**config.mk**
```make
export PLATFORM = sky130hd
export DESIGN_NAME = csi2_pkt_sequencer_flat
export DESIGN_NICKNAME = d
export VERILOG_FILES = /design/src/rtl/csi2_pkt_sequencer_pkg.sv /design/src/rtl/csi2_pkt_sequencer_if.sv /design/src/rtl/csi2_pkt_sequencer_evt_detect.sv /design/src/rtl/csi2_pkt_sequencer.sv /design/src/flat_wrapper.sv
export SDC_FILE = /design/constraint.sdc
export NUM_CORES = 1
export LEC_CHECK = 0
export BUFFER_PORTS_ARGS = -buffer_cell sky130_fd_sc_hd__buf_4
export CORE_AREA = 2 2 79 81
export DETAILED_ROUTE_END_ITERATION = 8
export DIE_AREA = 0 0 81 83
export GPL_ROUTABILITY_DRIVEN = 0
export HOLD_SLACK_MARGIN = 0.15
export PLACE_DENSITY = 0.75
export SLEW_MARGIN = 40
export SYNTH_ARGS = -nofsm -noshare
export SYNTH_HDL_FRONTEND = slang
export SYNTH_SLANG_ARGS = --single-unit
export TNS_END_PERCENT = 20
```
**constraint.sdc**
```tcl
create_clock -name core_clk_i -period 4.6 [get_ports core_clk_i]
set_clock_uncertainty 0.15 [all_clocks]
set_input_delay 0.69 -clock core_clk_i [delete_from_list [all_inputs] [get_ports core_clk_i]]
set_output_delay 0.69 -clock core_clk_i [all_outputs]
set_load 0.005 [all_outputs]
```
**src/rtl/csi2_pkt_sequencer_pkg.sv**
```systemverilog
// Shared definitions for the CSI-2 packet sequencer slice.
// Contents:
//   DT_FS/DT_FE/DT_LS/DT_LE : short-packet data type codes
//   seq_state_e             : sequencer FSM state encoding
//   pkt_kind_e              : which packet the sequencer is currently handling
//   next_frame_num          : frame number advance with wrap to 1 (0 when counting is off)
//   next_line_num           : line number advance with 16-bit wrap to 1 (never 0)
package csi2_pkt_sequencer_pkg;

  localparam logic [5:0] DT_FS = 6'h00;
  localparam logic [5:0] DT_FE = 6'h01;
  localparam logic [5:0] DT_LS = 6'h02;
  localparam logic [5:0] DT_LE = 6'h03;

  typedef enum logic [1:0] {
    ST_IDLE,
    ST_SP_REQ,
    ST_LP_REQ,
    ST_WAIT
  } seq_state_e;

  typedef enum logic [2:0] {
    PK_FS,
    PK_FE,
    PK_LS,
    PK_LP,
    PK_LE
  } pkt_kind_e;

  // A maximum of zero disables frame numbering entirely: the field stays 0.
  function automatic logic [15:0] next_frame_num(input logic [15:0] cur,
                                                 input logic [15:0] max_num);
    if (max_num == 16'd0) begin
      return 16'd0;
    end else if (cur >= max_num) begin
      return 16'd1;
    end else begin
      return cur + 16'd1;
    end
  endfunction

  // Line number 0 is reserved for "no line yet", so the wrap skips it.
  function automatic logic [15:0] next_line_num(input logic [15:0] cur);
    return (cur == 16'hFFFF) ? 16'd1 : cur + 16'd1;
  endfunction

endpackage

```
**src/rtl/csi2_pkt_sequencer_if.sv**
```systemverilog
// Request bus between the packet sequencer and the CSI-2 header builder.
// Signals (named from the sequencer's point of view):
//   vc_o            2  virtual channel of the current packet
//   dt_o            6  data type of the current packet
//   wc_o            16 word count (long) or frame/line number (short)
//   sp_req_o        1  single-cycle short-packet request
//   lp_req_o        1  single-cycle long-packet request
//   phdr_xfr_done_i 1  single-cycle pulse from the builder: packet fully sent
// Modports: master = sequencer, slave = header builder.
interface csi2_pkt_sequencer_if;

  logic [1:0]  vc_o;
  logic [5:0]  dt_o;
  logic [15:0] wc_o;
  logic        sp_req_o;
  logic        lp_req_o;
  logic        phdr_xfr_done_i;

  modport master (
    output vc_o, dt_o, wc_o, sp_req_o, lp_req_o,
    input  phdr_xfr_done_i
  );

  modport slave (
    input  vc_o, dt_o, wc_o, sp_req_o, lp_req_o,
    output phdr_xfr_done_i
  );

endinterface

```
**src/rtl/csi2_pkt_sequencer_evt_detect.sv**
```systemverilog
// Frame/line timing event detector for the CSI-2 packet sequencer.
// Turns fv/lv edges into pending-event flags that the sequencer consumes one at
// a time, and flags an overflow when an event arrives while its flag is still set.
// Ports:
//   core_clk_i, core_rst : clock, asynchronous active-high reset
//   fv_i, lv_i           : frame valid / line valid from the sensor timing
//   clr_fs_i/ln_i/fe_i   : sequencer has issued the request for that event
//   fs_pend_o/ln_pend_o/fe_pend_o : pending frame start / line / frame end
//   ovf_err_o            : sticky, an event was dropped
module csi2_pkt_sequencer_evt_detect (
  input  logic core_clk_i,
  input  logic core_rst,
  input  logic fv_i,
  input  logic lv_i,
  input  logic clr_fs_i,
  input  logic clr_ln_i,
  input  logic clr_fe_i,
  output logic fs_pend_o,
  output logic ln_pend_o,
  output logic fe_pend_o,
  output logic ovf_err_o
);

  logic fv_q, lv_q;
  logic fs_pend_q, ln_pend_q, fe_pend_q, ovf_q;
  logic fs_pend_d, ln_pend_d, fe_pend_d, ovf_d;
  logic fv_rise, fv_fall, lv_rise;

  // A line start only counts inside a frame; stray lv pulses are dropped silently.
  // A new edge wins over a same-cycle clear, so the event is re-armed rather than
  // lost, and only an edge hitting a flag that stays set is an overflow.
  always_comb begin
    fv_rise   = fv_i & ~fv_q;
    fv_fall   = ~fv_i & fv_q;
    lv_rise   = lv_i & ~lv_q & fv_i;
    fs_pend_d = fv_rise | (fs_pend_q & ~clr_fs_i);
    ln_pend_d = lv_rise | (ln_pend_q & ~clr_ln_i);
    fe_pend_d = fv_fall | (fe_pend_q & ~clr_fe_i);
    ovf_d     = ovf_q
              | (fv_rise & fs_pend_q & ~clr_fs_i)
              | (lv_rise & ln_pend_q & ~clr_ln_i)
              | (fv_fall & fe_pend_q & ~clr_fe_i);
  end

  always_ff @(posedge core_clk_i or posedge core_rst) begin
    if (core_rst) begin
      fv_q      <= 1'b0;
      lv_q      <= 1'b0;
      fs_pend_q <= 1'b0;
      ln_pend_q <= 1'b0;
      fe_pend_q <= 1'b0;
      ovf_q     <= 1'b0;
    end else begin
      fv_q      <= fv_i;
      lv_q      <= lv_i;
      fs_pend_q <= fs_pend_d;
      ln_pend_q <= ln_pend_d;
      fe_pend_q <= fe_pend_d;
      ovf_q     <= ovf_d;
    end
  end

  assign fs_pend_o = fs_pend_q;
  assign ln_pend_o = ln_pend_q;
  assign fe_pend_o = fe_pend_q;
  assign ovf_err_o = ovf_q;

endmodule

```
**src/rtl/csi2_pkt_sequencer.sv**
```systemverilog
// CSI-2 packet sequencer: upstream control stage of the packet header builder.
// Converts frame/line valid timing into an ordered stream of packet requests
// (FS, optional LS, long packet, optional LE, FE) and waits for the builder's
// done pulse after each one.
// Ports:
//   core_clk_i, core_rst : clock, asynchronous active-high reset
//   vc_cfg_i, wc_cfg_i   : virtual channel / long-packet word count, latched at FS
//   fv_i, lv_i           : frame valid / line valid
//   hdr                  : request bus to the header builder (master side)
//   busy_o               : a request is outstanding
//   ovf_err_o            : sticky, a timing event was dropped
module csi2_pkt_sequencer
  import csi2_pkt_sequencer_pkg::*;
#(
  parameter int unsigned FRAME_CNT_MAX = 2,
  parameter bit          LINE_SYNC_EN  = 1'b0,
  parameter logic [5:0]  PIX_DT        = 6'h2B
) (
  input  logic                 core_clk_i,
  input  logic                 core_rst,
  input  logic [1:0]           vc_cfg_i,
  input  logic [15:0]          wc_cfg_i,
  input  logic                 fv_i,
  input  logic                 lv_i,
  csi2_pkt_sequencer_if.master hdr,
  output logic                 busy_o,
  output logic                 ovf_err_o
);

  localparam logic [15:0] FRAME_MAX = 16'(FRAME_CNT_MAX);

  seq_state_e  state_q, state_d;
  pkt_kind_e   kind_q, kind_d;
  logic [1:0]  vc_q, vc_d, vc_lat_q, vc_lat_d;
  logic [5:0]  dt_q, dt_d;
  logic [15:0] wc_q, wc_d, wc_lat_q, wc_lat_d;
  logic [15:0] frame_num_q, frame_num_d, line_num_q, line_num_d;
  logic        clr_fs, clr_ln, clr_fe;
  logic        fs_pend, ln_pend, fe_pend;

  csi2_pkt_sequencer_evt_detect u_evt (
    .core_clk_i (core_clk_i),
    .core_rst   (core_rst),
    .fv_i       (fv_i),
    .lv_i       (lv_i),
    .clr_fs_i   (clr_fs),
    .clr_ln_i   (clr_ln),
    .clr_fe_i   (clr_fe),
    .fs_pend_o  (fs_pend),
    .ln_pend_o  (ln_pend),
    .fe_pend_o  (fe_pend),
    .ovf_err_o  (ovf_err_o)
  );

  always_ff @(posedge core_clk_i or posedge core_rst) begin
    if (core_rst) begin
      state_q <= ST_IDLE;
      kind_q  <= PK_FS;
    end else begin
      state_q <= state_d;
      kind_q  <= kind_d;
    end
  end

  // Next-state logic also computes the packet fields, so they are registered
  // together with the transition into a REQ state and stay put through WAIT.
  // Arbitration is fixed FS > line > FE so a frame end never overtakes a line.
  always_comb begin
    state_d     = state_q;
    kind_d      = kind_q;
    vc_d        = vc_q;
    dt_d        = dt_q;
    wc_d        = wc_q;
    vc_lat_d    = vc_lat_q;
    wc_lat_d    = wc_lat_q;
    frame_num_d = frame_num_q;
    line_num_d  = line_num_q;
    clr_fs      = 1'b0;
    clr_ln      = 1'b0;
    clr_fe      = 1'b0;
    unique case (state_q)
      ST_IDLE: begin
        if (fs_pend) begin
          clr_fs      = 1'b1;
          frame_num_d = next_frame_num(frame_num_q, FRAME_MAX);
          line_num_d  = 16'd0;
          vc_lat_d    = vc_cfg_i;
          wc_lat_d    = wc_cfg_i;
          state_d     = ST_SP_REQ;
          kind_d      = PK_FS;
          vc_d        = vc_cfg_i;
          dt_d        = DT_FS;
          wc_d        = frame_num_d;
        end else if (ln_pend) begin
          clr_ln     = 1'b1;
          line_num_d = next_line_num(line_num_q);
          vc_d       = vc_lat_q;
          if (LINE_SYNC_EN) begin
            state_d = ST_SP_REQ;
            kind_d  = PK_LS;
            dt_d    = DT_LS;
            wc_d    = line_num_d;
          end else begin
            state_d = ST_LP_REQ;
            kind_d  = PK_LP;
            dt_d    = PIX_DT;
            wc_d    = wc_lat_q;
          end
        end else if (fe_pend) begin
          clr_fe  = 1'b1;
          state_d = ST_SP_REQ;
          kind_d  = PK_FE;
          vc_d    = vc_lat_q;
          dt_d    = DT_FE;
          wc_d    = frame_num_q;
        end
      end
      ST_SP_REQ, ST_LP_REQ: begin
        state_d = ST_WAIT;
      end
      ST_WAIT: begin
        // A line with sync packets chains LS -> LP -> LE without passing IDLE.
        if (hdr.phdr_xfr_done_i) begin
          state_d = ST_IDLE;
          if (kind_q == PK_LS) begin
            state_d = ST_LP_REQ;
            kind_d  = PK_LP;
            dt_d    = PIX_DT;
            wc_d    = wc_lat_q;
          end else if (kind_q == PK_LP && LINE_SYNC_EN) begin
            state_d = ST_SP_REQ;
            kind_d  = PK_LE;
            dt_d    = DT_LE;
            wc_d    = line_num_q;
          end
        end
      end
      default: state_d = ST_IDLE;
    endcase
  end

  always_ff @(posedge core_clk_i or posedge core_rst) begin
    if (core_rst) begin
      vc_q        <= 2'd0;
      dt_q        <= 6'd0;
      wc_q        <= 16'd0;
      vc_lat_q    <= 2'd0;
      wc_lat_q    <= 16'd0;
      frame_num_q <= 16'd0;
      line_num_q  <= 16'd0;
    end else begin
      vc_q        <= vc_d;
      dt_q        <= dt_d;
      wc_q        <= wc_d;
      vc_lat_q    <= vc_lat_d;
      wc_lat_q    <= wc_lat_d;
      frame_num_q <= frame_num_d;
      line_num_q  <= line_num_d;
    end
  end

  always_comb begin
    hdr.sp_req_o = (state_q == ST_SP_REQ);
    hdr.lp_req_o = (state_q == ST_LP_REQ);
    hdr.vc_o     = vc_q;
    hdr.dt_o     = dt_q;
    hdr.wc_o     = wc_q;
    busy_o       = (state_q != ST_IDLE);
  end

endmodule

```
**src/flat_wrapper.sv**
```systemverilog
// flat-port wrapper written by rule: the top's interface ports become plain ports
module csi2_pkt_sequencer_flat import csi2_pkt_sequencer_pkg::*;
#(
  parameter int unsigned FRAME_CNT_MAX = 2,
  parameter bit          LINE_SYNC_EN  = 1'b0,
  parameter logic [5:0]  PIX_DT        = 6'h2B
)
  (core_clk_i, core_rst, vc_cfg_i, wc_cfg_i, fv_i, lv_i, busy_o, ovf_err_o, hdr_vc_o, hdr_dt_o, hdr_wc_o, hdr_sp_req_o, hdr_lp_req_o, hdr_phdr_xfr_done_i);
  csi2_pkt_sequencer_if hdr_i ();
  input  logic core_clk_i;
  input  logic core_rst;
  input  logic [1:0] vc_cfg_i;
  input  logic [15:0] wc_cfg_i;
  input  logic fv_i;
  input  logic lv_i;
  output logic busy_o;
  output logic ovf_err_o;
  output wire logic [$bits(hdr_i.vc_o)-1:0] hdr_vc_o;
  output wire logic [$bits(hdr_i.dt_o)-1:0] hdr_dt_o;
  output wire logic [$bits(hdr_i.wc_o)-1:0] hdr_wc_o;
  output wire logic [$bits(hdr_i.sp_req_o)-1:0] hdr_sp_req_o;
  output wire logic [$bits(hdr_i.lp_req_o)-1:0] hdr_lp_req_o;
  input wire logic [$bits(hdr_i.phdr_xfr_done_i)-1:0] hdr_phdr_xfr_done_i;
  assign hdr_vc_o = hdr_i.vc_o;
  assign hdr_dt_o = hdr_i.dt_o;
  assign hdr_wc_o = hdr_i.wc_o;
  assign hdr_sp_req_o = hdr_i.sp_req_o;
  assign hdr_lp_req_o = hdr_i.lp_req_o;
  assign hdr_i.phdr_xfr_done_i = hdr_phdr_xfr_done_i;
  csi2_pkt_sequencer #(.FRAME_CNT_MAX(FRAME_CNT_MAX), .LINE_SYNC_EN(LINE_SYNC_EN), .PIX_DT(PIX_DT)) u_core (.core_clk_i(core_clk_i), .core_rst(core_rst), .vc_cfg_i(vc_cfg_i), .wc_cfg_i(wc_cfg_i), .fv_i(fv_i), .lv_i(lv_i), .hdr(hdr_i), .busy_o(busy_o), .ovf_err_o(ovf_err_o));
endmodule
```
==> metrics.yaml, run 1 <==
tightestPinTransition_ns: 0.624
final_common_cell: "dfrtp_1"
grt_first_pass_wirelength_um: 8570
rsz0062_at_grt: "no"
avgSynthCellArea_um2: 11.7
maxCapViolCount: 0
antenna_cells: 0
regArea_mm2: 0.00155
finalSetupViolations: 0
fillers: 511
ant_nets: 0
syn_area_mm2: 0.00272
drt-pass1-iter-count: 4
p_int_mw: 1.47
cts_setup_buffers: 0
comb_power_share_pct: 42.2
irDropWorstVdd_mv: 0.288
cts_tree: "built"
cts_root_buf: "clkbuf_8"
hold_class: "in -> reg"
grt_max_degree: 63
antenna_found_initial: 0
die-area_mm2: 0.00672
pwr-share-seq_pct: 40.2
slew_violations: 0
synth_seq_cells: 62
cts.clk_slew.worst_paths_ns: 0.07
vias: 1883
p_sw_share_pct: 36.4
io_pins: 51
relSlewSlack_pct: 58.2
period_needed_ns: 2.43
ys_seq_area_share_pct: 57.1
cp.arrival_ns: 2.54
cts_max_level: 3
multi_input_area_mm2: 0.00104
grt_pass1_vias: 1849
rows: 28
final_util_pct: 56.4
cts_hold_buf: 0
cp_max_fo: 22
fmax_mhz: 412
grt_use_met3_pct: 6.09
cp_slowest_cell: "a222oi_1"
globalRouteMet2Util_pct: 24.0
routed_wl_um: 5060
power_density_mw_per_mm2: 703
grt_util_met1_pct: 22.9
p_leak_nw: 1.51
synthDistinctLibCells: 40
layout.nets: 309
area_delta_synth_final_pct: 20.9
port_buffers: 48
start_util_pct: 46.7
yosys_warnings: 0
cts_resized: 0
grt-ovfl-total: 0
core_area_mm2: 0.00582
hold_violations: 0
final_cell_mix: "62 x dfrtp_1, 51 x buf_4, 19 x nor2_1, 18 x mux2_2, 18 x a22oi_1"
setup_tns_ns: 0
cts_max_path_buffers: 2
dpl.hpwl_um: 3430
top_usage_layer: "met2"
netlist_instances: 232
die_y_um: 83
end_kind: "flip-flop"
viasPerCell: 5.23
dieWidth_um: 81
status: "completed"
cpPeakStageDelay_ns: 0.51
cts_buffers: 9
path_class: "reg -> reg"
clkLatencyLatePin_ns: 0.33
clock_sinks: 62
wl_per_cell_um: 14.1
drive_gt1_share_pct: 32.6
cp.required_ns: 4.71
grt_usage_pct: 16.8
first_iter_violations: 121
p_sw_mw: 0.839
crit_path_start_kind: "flip-flop"
worstPathCellList: "inv_1 > ha_1 > nor2b_1 > a222oi_1 > buf_2 > buf_4 > nor2_1 > a31oi_4"
clockPowerShare_pct: 17.6
period_share_pct: 52.8
drc: 0
final timing paths:
kind | endpoint | cells after the start | from | slack, ns
setup reg to reg | u_core.hdr.wc_o[2] | 8 | u_core.state_q[0] | 2.17
max in group asynchronous | u_core.hdr.vc_o[1] | 3 | core_rst | 3.59
hold reg to reg | u_core.u_evt.ovf_err_o | 1 | u_core.u_evt.ovf_err_o | 0.33
setup / recovery | u_core.hdr.wc_o[2] | 8 | u_core.state_q[0] | 2.17
hold / removal | u_core.u_evt.lv_q | 1 | lv_i | 0.32
min in group asynchronous | u_core.wc_lat_q[0] | 3 | core_rst | 0.33
through the flow:
| step | power [mW] | setup slack [ns] | area [um2] | std cells | hold WS, ns |
|---|---|---|---|---|---|
| global placement | 1.87 | 2.06 | 3100 | 343 | 0.308 |
| floorplan | 1.59 | 2.22 | 2720 | 233 | 0.311 |
| global route | 2.48 | 2.02 | 3280 | 360 | 0.304 |
| detailed placement | 1.92 | 2.16 | 3110 | 344 | 0.318 |
| finish | 2.31 | 2.17 | 3280 | 360 | 0.323 |
| CTS | 2.33 | 2.17 | 3280 | 360 | 0.310 |
synthesized netlist by cell type (all sizes together):
cell | count | area, um2
o211ai | 2 | 15.0
and2 | 13 | 81.3
o21bai | 1 | 7.51
o221ai | 1 | 8.76
buf | 12 | 85.1
clkbuf | 5 | 18.8
a22oi | 18 | 135
xnor2 | 1 | 8.76
nor2 | 19 | 71.3
a222oi | 1 | 10.0
a22o | 2 | 18.8
nand3 | 2 | 10.0
o21ai | 9 | 45.0
nand3b | 1 | 7.51
nand2 | 10 | 37.5
nand4 | 2 | 12.5
a211o | 1 | 8.76
nor4 | 4 | 46.3
or2 | 1 | 6.26
mux2 | 18 | 203
or3 | 1 | 11.3
dfrtp | 62 | 1550
nor3 | 4 | 25.0
inv | 9 | 33.8
ha | 6 | 75.1
a31oi | 2 | 27.5
a21oi | 13 | 65.1
o31ai | 3 | 22.5
conb | 1 | 3.75
nand2b | 2 | 12.5
nor2b | 2 | 12.5
mux2i | 2 | 20.0
o22a | 2 | 17.5
sequential cells by signal (all words and copies together), names as in the netlist, 2 cells and up:
name	flops
u_core.frame_num_q	16
u_core.state_q	2
u_core.vc_lat_q	2
u_core.wc_lat_q	16
u_core.hdr.vc_o	2
u_core.hdr.wc_o	16
cell type report:
| class | instances | area share, % |
|---|---|---|
| Sequential cell | 62 | 47.3 |
| Timing Repair Buffer | 53 | 12.2 |
| Clock inverter | 4 | 0.686 |
| Clock buffer | 12 | 4.42 |
| Inverter | 9 | 1.03 |
| Tap cell | 75 | 2.86 |
| Multi-Input combinational cell | 145 | 31.6 |
logic make-up (layout without fill, tap and decap cells):
family | Yosys count | in the layout | synth area share (%)
DFF | 62 | 62 | 57.1
and+or+nand+nor | 61 | 61 | 12.3
xor gates and xnor gates | 1 | 1 | 0.323
adders and majority gates | 6 | 6 | 2.76
buffers and inverters | 26 | 78 | 5.07
muxes | 20 | 20 | 8.20
other | 1 | 2 | 0.138
AOI/OAI and AO/OA | 55 | 55 | 14.1
worst max-delay path: cells and delay by family, from the launching register on:
family	cells	cell delay (ns)
AOI/OAI and AO/OA	2	0.64
buffers and inverters	3	0.59
DFF	1	0.37
adders and majority gates	1	0.31
and+or+nand+nor	2	0.28
layer usage:
| metal | wire length (um) | vias up |
|---|---|---|
| met5 | 0 | - |
| met1 | 2290 | 921 |
| met3 | 232 | 7 |
| met2 | 2450 | 44 |
| met4 | 91 | 0 |
| li1 | - | 911 |
power groups by stage:
stage                     Combinational (mW)  Clock (mW)  Sequential, mW
after floorplan                        0.714           0           0.880
after global placement                 0.946           0           0.926
after detailed placement               0.983           0           0.938
after CTS                              0.989       0.416           0.928
after global routing                    1.08       0.443           0.954
final                                  0.973       0.406           0.927
Note: power is estimated with default switching activity, not from simulation.
==> run 2, diff against run 1 <==
Clock period 4.6 ns to 2.47 ns, I/O delays scaled along.
==> run 2 against run 1 <==
Net effect:
- die area stayed put
- final cell count is 6.1% higher
- sequential power is 87% higher
- cell area is 7.2% higher
- critical path depth is 1 lower
- total power is 92% higher
- via count is 4.8% higher
- critical endpoint unchanged
==> metrics.yaml, run 2 (synthesis gave the netlist of run 1 again) <==
clkLatencyLatePin_ns: 0.34
dieWidth_um: 81
fillers: 498
worstPathCellList: "inv_1 > ha_1 > nor2b_1 > a222oi_1 > buf_4 > nor2_1 > a31oi_4"
grt_usage_pct: 18.1
end_kind: "flip-flop"
grt_pass1_vias: 1990
top_usage_layer: "met2"
core_area_mm2: 0.00582
power_density_mw_per_mm2: 1250
hold_violations: 0
ant_nets: 0
multi_input_area_mm2: 0.00103
final_common_cell: "dfrtp_1"
first_iter_violations: 104
cp_slowest_cell: "a222oi_1"
maxCapViolCount: 0
final_cell_mix: "62 x dfrtp_1, 53 x buf_4, 21 x dlygate4sd3_1, 19 x nor2_1"
p_leak_nw: 1.61
status: "completed"
cpPeakStageDelay_ns: 0.45
setup_tns_ns: 0
drt-pass1-iter-count: 4
cp.arrival_ns: 2.26
slew_violations: 0
cpLargestDelayFamily: "compound AO/OA/AOI/OAI gates"
cts_resized: 0
crit_path_start_kind: "flip-flop"
irDropWorstVdd_mv: 0.508
period_needed_ns: 2.15
period_share_pct: 87.0
cts_max_level: 3
wl_per_cell_um: 14.1
start_util_pct: 46.7
grt_first_pass_wirelength_um: 9250
rsz0062_at_grt: "no"
cp.required_ns: 2.58
grt_max_degree: 41
area_delta_synth_final_pct: 29.6
grt_util_met1_pct: 23.6
final_util_pct: 60.5
drive_gt1_share_pct: 30.3
finalSetupViolations: 0
hold_class: "reg -> reg"
cts_tree: "built"
path_buf_inv: 2
port_buffers: 48
vias: 1973
fmax_mhz: 465
cp_max_fo: 18
tightestPinTransition_ns: 0.568
cts.clk_slew.worst_paths_ns: 0.07
regArea_mm2: 0.00155
die_y_um: 83
hold_ws_ns: 0.346
viasPerCell: 5.16
cts_setup_buffers: 0
drc: 0
post-place-ws_ns: 0.326
rows: 28
post-route-worst-setup-slack_ns: 0.321
cts_buffers: 9
grt_use_met3_pct: 4.46
globalRouteMet2Util_pct: 27.4
clock_sinks: 62
layout.nets: 331
antenna_cells: 0
path_class: "reg -> reg"
cts_root_buf: "clkbuf_8"
relSlewSlack_pct: 61.8
antenna_found_initial: 0
routed_wl_um: 5390
grt-ovfl-total: 0
dpl.hpwl_um: 3550
die-area_mm2: 0.00672
cts_max_path_buffers: 2
io_pins: 51
## run 2: changes by cell type in the layout (fill, tap and decap cells not counted), sizes merged
| cell | before | now |
|---|---|---|
| buf | 53 | 54 |
| clkinv | 3 | 2 |
| dlygate4sd3 | 0 | 21 |
| bufinv | 0 | 1 |
## run 2: worst paths after layout
kind	start	endpoint	slack (ns)	depth (start not counted)
setup / recovery	u_core.state_q[0]	u_core.hdr.wc_o[2]	0.32	7
hold / removal	u_core.u_evt.ovf_err_o	u_core.u_evt.ovf_err_o	0.35	1
setup reg to reg	u_core.state_q[0]	u_core.hdr.wc_o[2]	0.32	7
hold reg to reg	u_core.u_evt.ovf_err_o	u_core.u_evt.ovf_err_o	0.35	1
max in group asynchronous	core_rst	u_core.frame_num_q[2]	1.12	4
min in group asynchronous	core_rst	u_core.hdr.wc_o[1]	0.48	3
## run 2: power breakdown
group | switching [mW] | internal [mW] | total (mW)
clock network | 0.377 | 0.463 | 0.840
registers | 0.305 | 1.42 | 1.73
logic | 0.890 | 0.962 | 1.85
total | 1.57 | 2.84 | 4.42
## run 2: final cells by class
type / count / area share, %
Sequential cell: 62 / 44.1
Multi-Input combinational cell: 145 / 29.3
Timing Repair Buffer: 75 / 17.8
Clock buffer: 12 / 3.84
Tap cell: 75 / 2.67
Clock inverter: 4 / 1.35
Inverter: 9 / 0.960
## run 2: metal layers
| layer | part of all wire (%) | vias up | wire length (um) |
|---|---|---|---|
| met5 | 0 | - | 0 |
| met4 | 2.6 | 0 | 141 |
| li1 | - | 955 | - |
| met3 | 4.6 | 13 | 246 |
| met2 | 47 | 43 | 2540 |
| met1 | 46 | 962 | 2450 |
## run 2: repair_timing
| action | in CTS | in global routing |
|---|---|---|
| setup endpoints to repair | 0 | 0 |
| hold buffers | 21 | 0 |
| hold endpoints to repair | 46 | 0 |
## run 2: stage by stage
stage	power, mW	instance area, um2	cells
after floorplan	2.97	2720	233
after global placement	3.52	3130	345
after detailed placement	3.58	3130	345
after CTS	4.45	3520	382
after global routing	4.77	3520	382
final	4.42	3520	382
## run 2: worst reg2reg max path, cell delays in order, from the launching register on
cell and delay [ns]:
dfrtp_1 0.37, inv_1 0.08, ha_1 0.30, nor2b_1 0.19, a222oi_1 0.45, buf_4 0.31, nor2_1 0.10, a31oi_4 0.13
==> run 3, diff against run 2 <==
Settings changed: RECOVER_POWER set to 50.
==> run 3 against run 2 <==
Net effect:
- global-route usage unchanged
- largest power group unchanged
- critical endpoint unchanged
- sequential power hardly changed
- highest routed layer unchanged
- non-clock buffer count unchanged
- register-to-register slack about the same
- final cell count did not move
- flip-flop and latch count unchanged
- worst hold slack worse by 0.0054 ns
- die area did not move
- fmax increased by 0.67%
- combinational power about the same
- cell area fell by 0.46%
- worst setup slack improved by 0.014 ns
==> metrics.yaml, run 3 (synthesis gave the netlist of run 1 again) <==
clkLatencyLatePin_ns: 0.34
drc: 0
post-route-worst-setup-slack_ns: 0.335
area_delta_synth_final_pct: 29.0
tightestPinTransition_ns: 0.852
reg2reg_to: "u_core.hdr.wc_o[2]"
cts_hold_buf: 21
viasPerCell: 5.11
fin_area_mm2: 0.00350
min_to: "u_core.u_evt.ovf_err_o"
ant_nets: 0
hold_class: "reg -> reg"
rows: 28
grt-ovfl-total: 0
irDropWorstVdd_mv: 0.502
cts_max_level: 3
placed_cell_area_mm2: 0.00313
cp.arrival_ns: 2.25
die_y_um: 83
crit_path_start_kind: "flip-flop"
slew_violations: 0
post-place-ws_ns: 0.326
cts_tree: "built"
status: "completed"
maxCapViolCount: 0
dieWidth_um: 81
worstHoldStart: "u_core.u_evt.ovf_err_o"
path_class: "reg -> reg"
grt_max_degree: 41
wl_per_cell_um: 14.0
final_cell_mix: "62 x dfrtp_1, 30 x buf_4, 23 x clkbuf_4, 21 x dlygate4sd3_1, 19 x nor2_1"
layout.nets: 331
cts_buffers: 9
period_share_pct: 86.4
p_leak_nw: 1.60
holdPathStages: 1
relSlewSlack_pct: 43.1
final_common_cell: "dfrtp_1"
power_mw: 4.39
grt_first_pass_wirelength_um: 9250
antenna_found_initial: 0
power_density_mw_per_mm2: 1250
cts_resized: 0
cp_max_fo: 18
cts.clk_slew.worst_paths_ns: 0.07
start_util_pct: 46.7
end_kind: "flip-flop"
port_buffers: 48
fmax_mhz: 468
drive_gt1_share_pct: 29.6
io_pins: 51
vias: 1952
first_iter_violations: 103
dpl.hpwl_um: 3550
finalSetupViolations: 0
drt-pass1-iter-count: 5
core_area_mm2: 0.00582
cts_root_buf: "clkbuf_8"
period_needed_ns: 2.14
grt_usage_pct: 18.1
routed_wl_um: 5340
grt_pass1_vias: 1990
die-area_mm2: 0.00672
hold_violations: 0
worstReg2RegStart: "u_core.state_q[0]"
setup_tns_ns: 0
cp.required_ns: 2.59
r2r_setup_slack_ns: 0.33
rsz0062_at_grt: "no"
cts_max_path_buffers: 2
cts_setup_buffers: 0
r2r_cells: 7
clock_sinks: 62
antenna_cells: 0
==> run 3: worst max-delay path, cell delays in order, from the launching register on <==
cell and delay [ns]:
dfrtp_1 0.37, inv_1 0.08, ha_1 0.30, nor2b_1 0.19, a222oi_1 0.45, buf_4 0.31, nor2_1 0.09, a31oi_4 0.13
==> run 3: metrics by stage <==
| step | util, % | std cells | hold WS [ns] |
|---|---|---|---|
| final | 60.2 | 382 | 0.340 |
| after global routing | 60.2 | 382 | 0.373 |
| after CTS | 60.5 | 382 | 0.347 |
| after detailed placement | 53.8 | 345 | 0.294 |
| after global placement | 53.8 | 345 | 0.288 |
| after floorplan | - | 233 | 0.252 |
==> run 3: worst max-delay path by stage <==
| stage | start | to | slack [ns] | depth (start not counted) |
|---|---|---|---|---|
| floorplan | core_rst | u_core.frame_num_q[0] | 0.41 | 1 |
| global placement | u_core.state_q[0] | u_core.hdr.wc_o[2] | 0.40 | 7 |
| detailed placement | u_core.state_q[0] | u_core.hdr.wc_o[2] | 0.33 | 7 |
| CTS | u_core.state_q[0] | u_core.hdr.wc_o[2] | 0.33 | 7 |
| global route | core_rst | u_core.frame_num_q[13] | 0.13 | 4 |
| finish | u_core.state_q[0] | u_core.hdr.wc_o[2] | 0.33 | 7 |
==> run 3: routing by layer <==
metal / vias up / track usage [%] / part of all wire [%]
li1: 949 / - / -
met1: 945 / 23.6 / 45
met2: 45 / 27.4 / 48
met3: 13 / 4.46 / 4.8
met4: 0 / 9.86 / 2.7
met5: - / 0 / 0
==> run 3: final cells by class <==
class | instances | area (um2)
Clock buffer | 12 | 135
Clock inverter | 4 | 47.5
Fill cell | 501 | 2310
Inverter | 9 | 33.8
Multi-Input combinational cell | 145 | 1030
Sequential cell | 62 | 1550
Tap cell | 75 | 93.8
Timing Repair Buffer | 75 | 612
==> run 3: power breakdown <==
group          total, mW  internal [mW]  leakage, nW  switching (mW)
clock network      0.840          0.463       0.0904           0.377
registers           1.72           1.42        0.749           0.302
logic               1.83          0.945        0.759           0.884
total               4.39           2.83         1.60            1.56
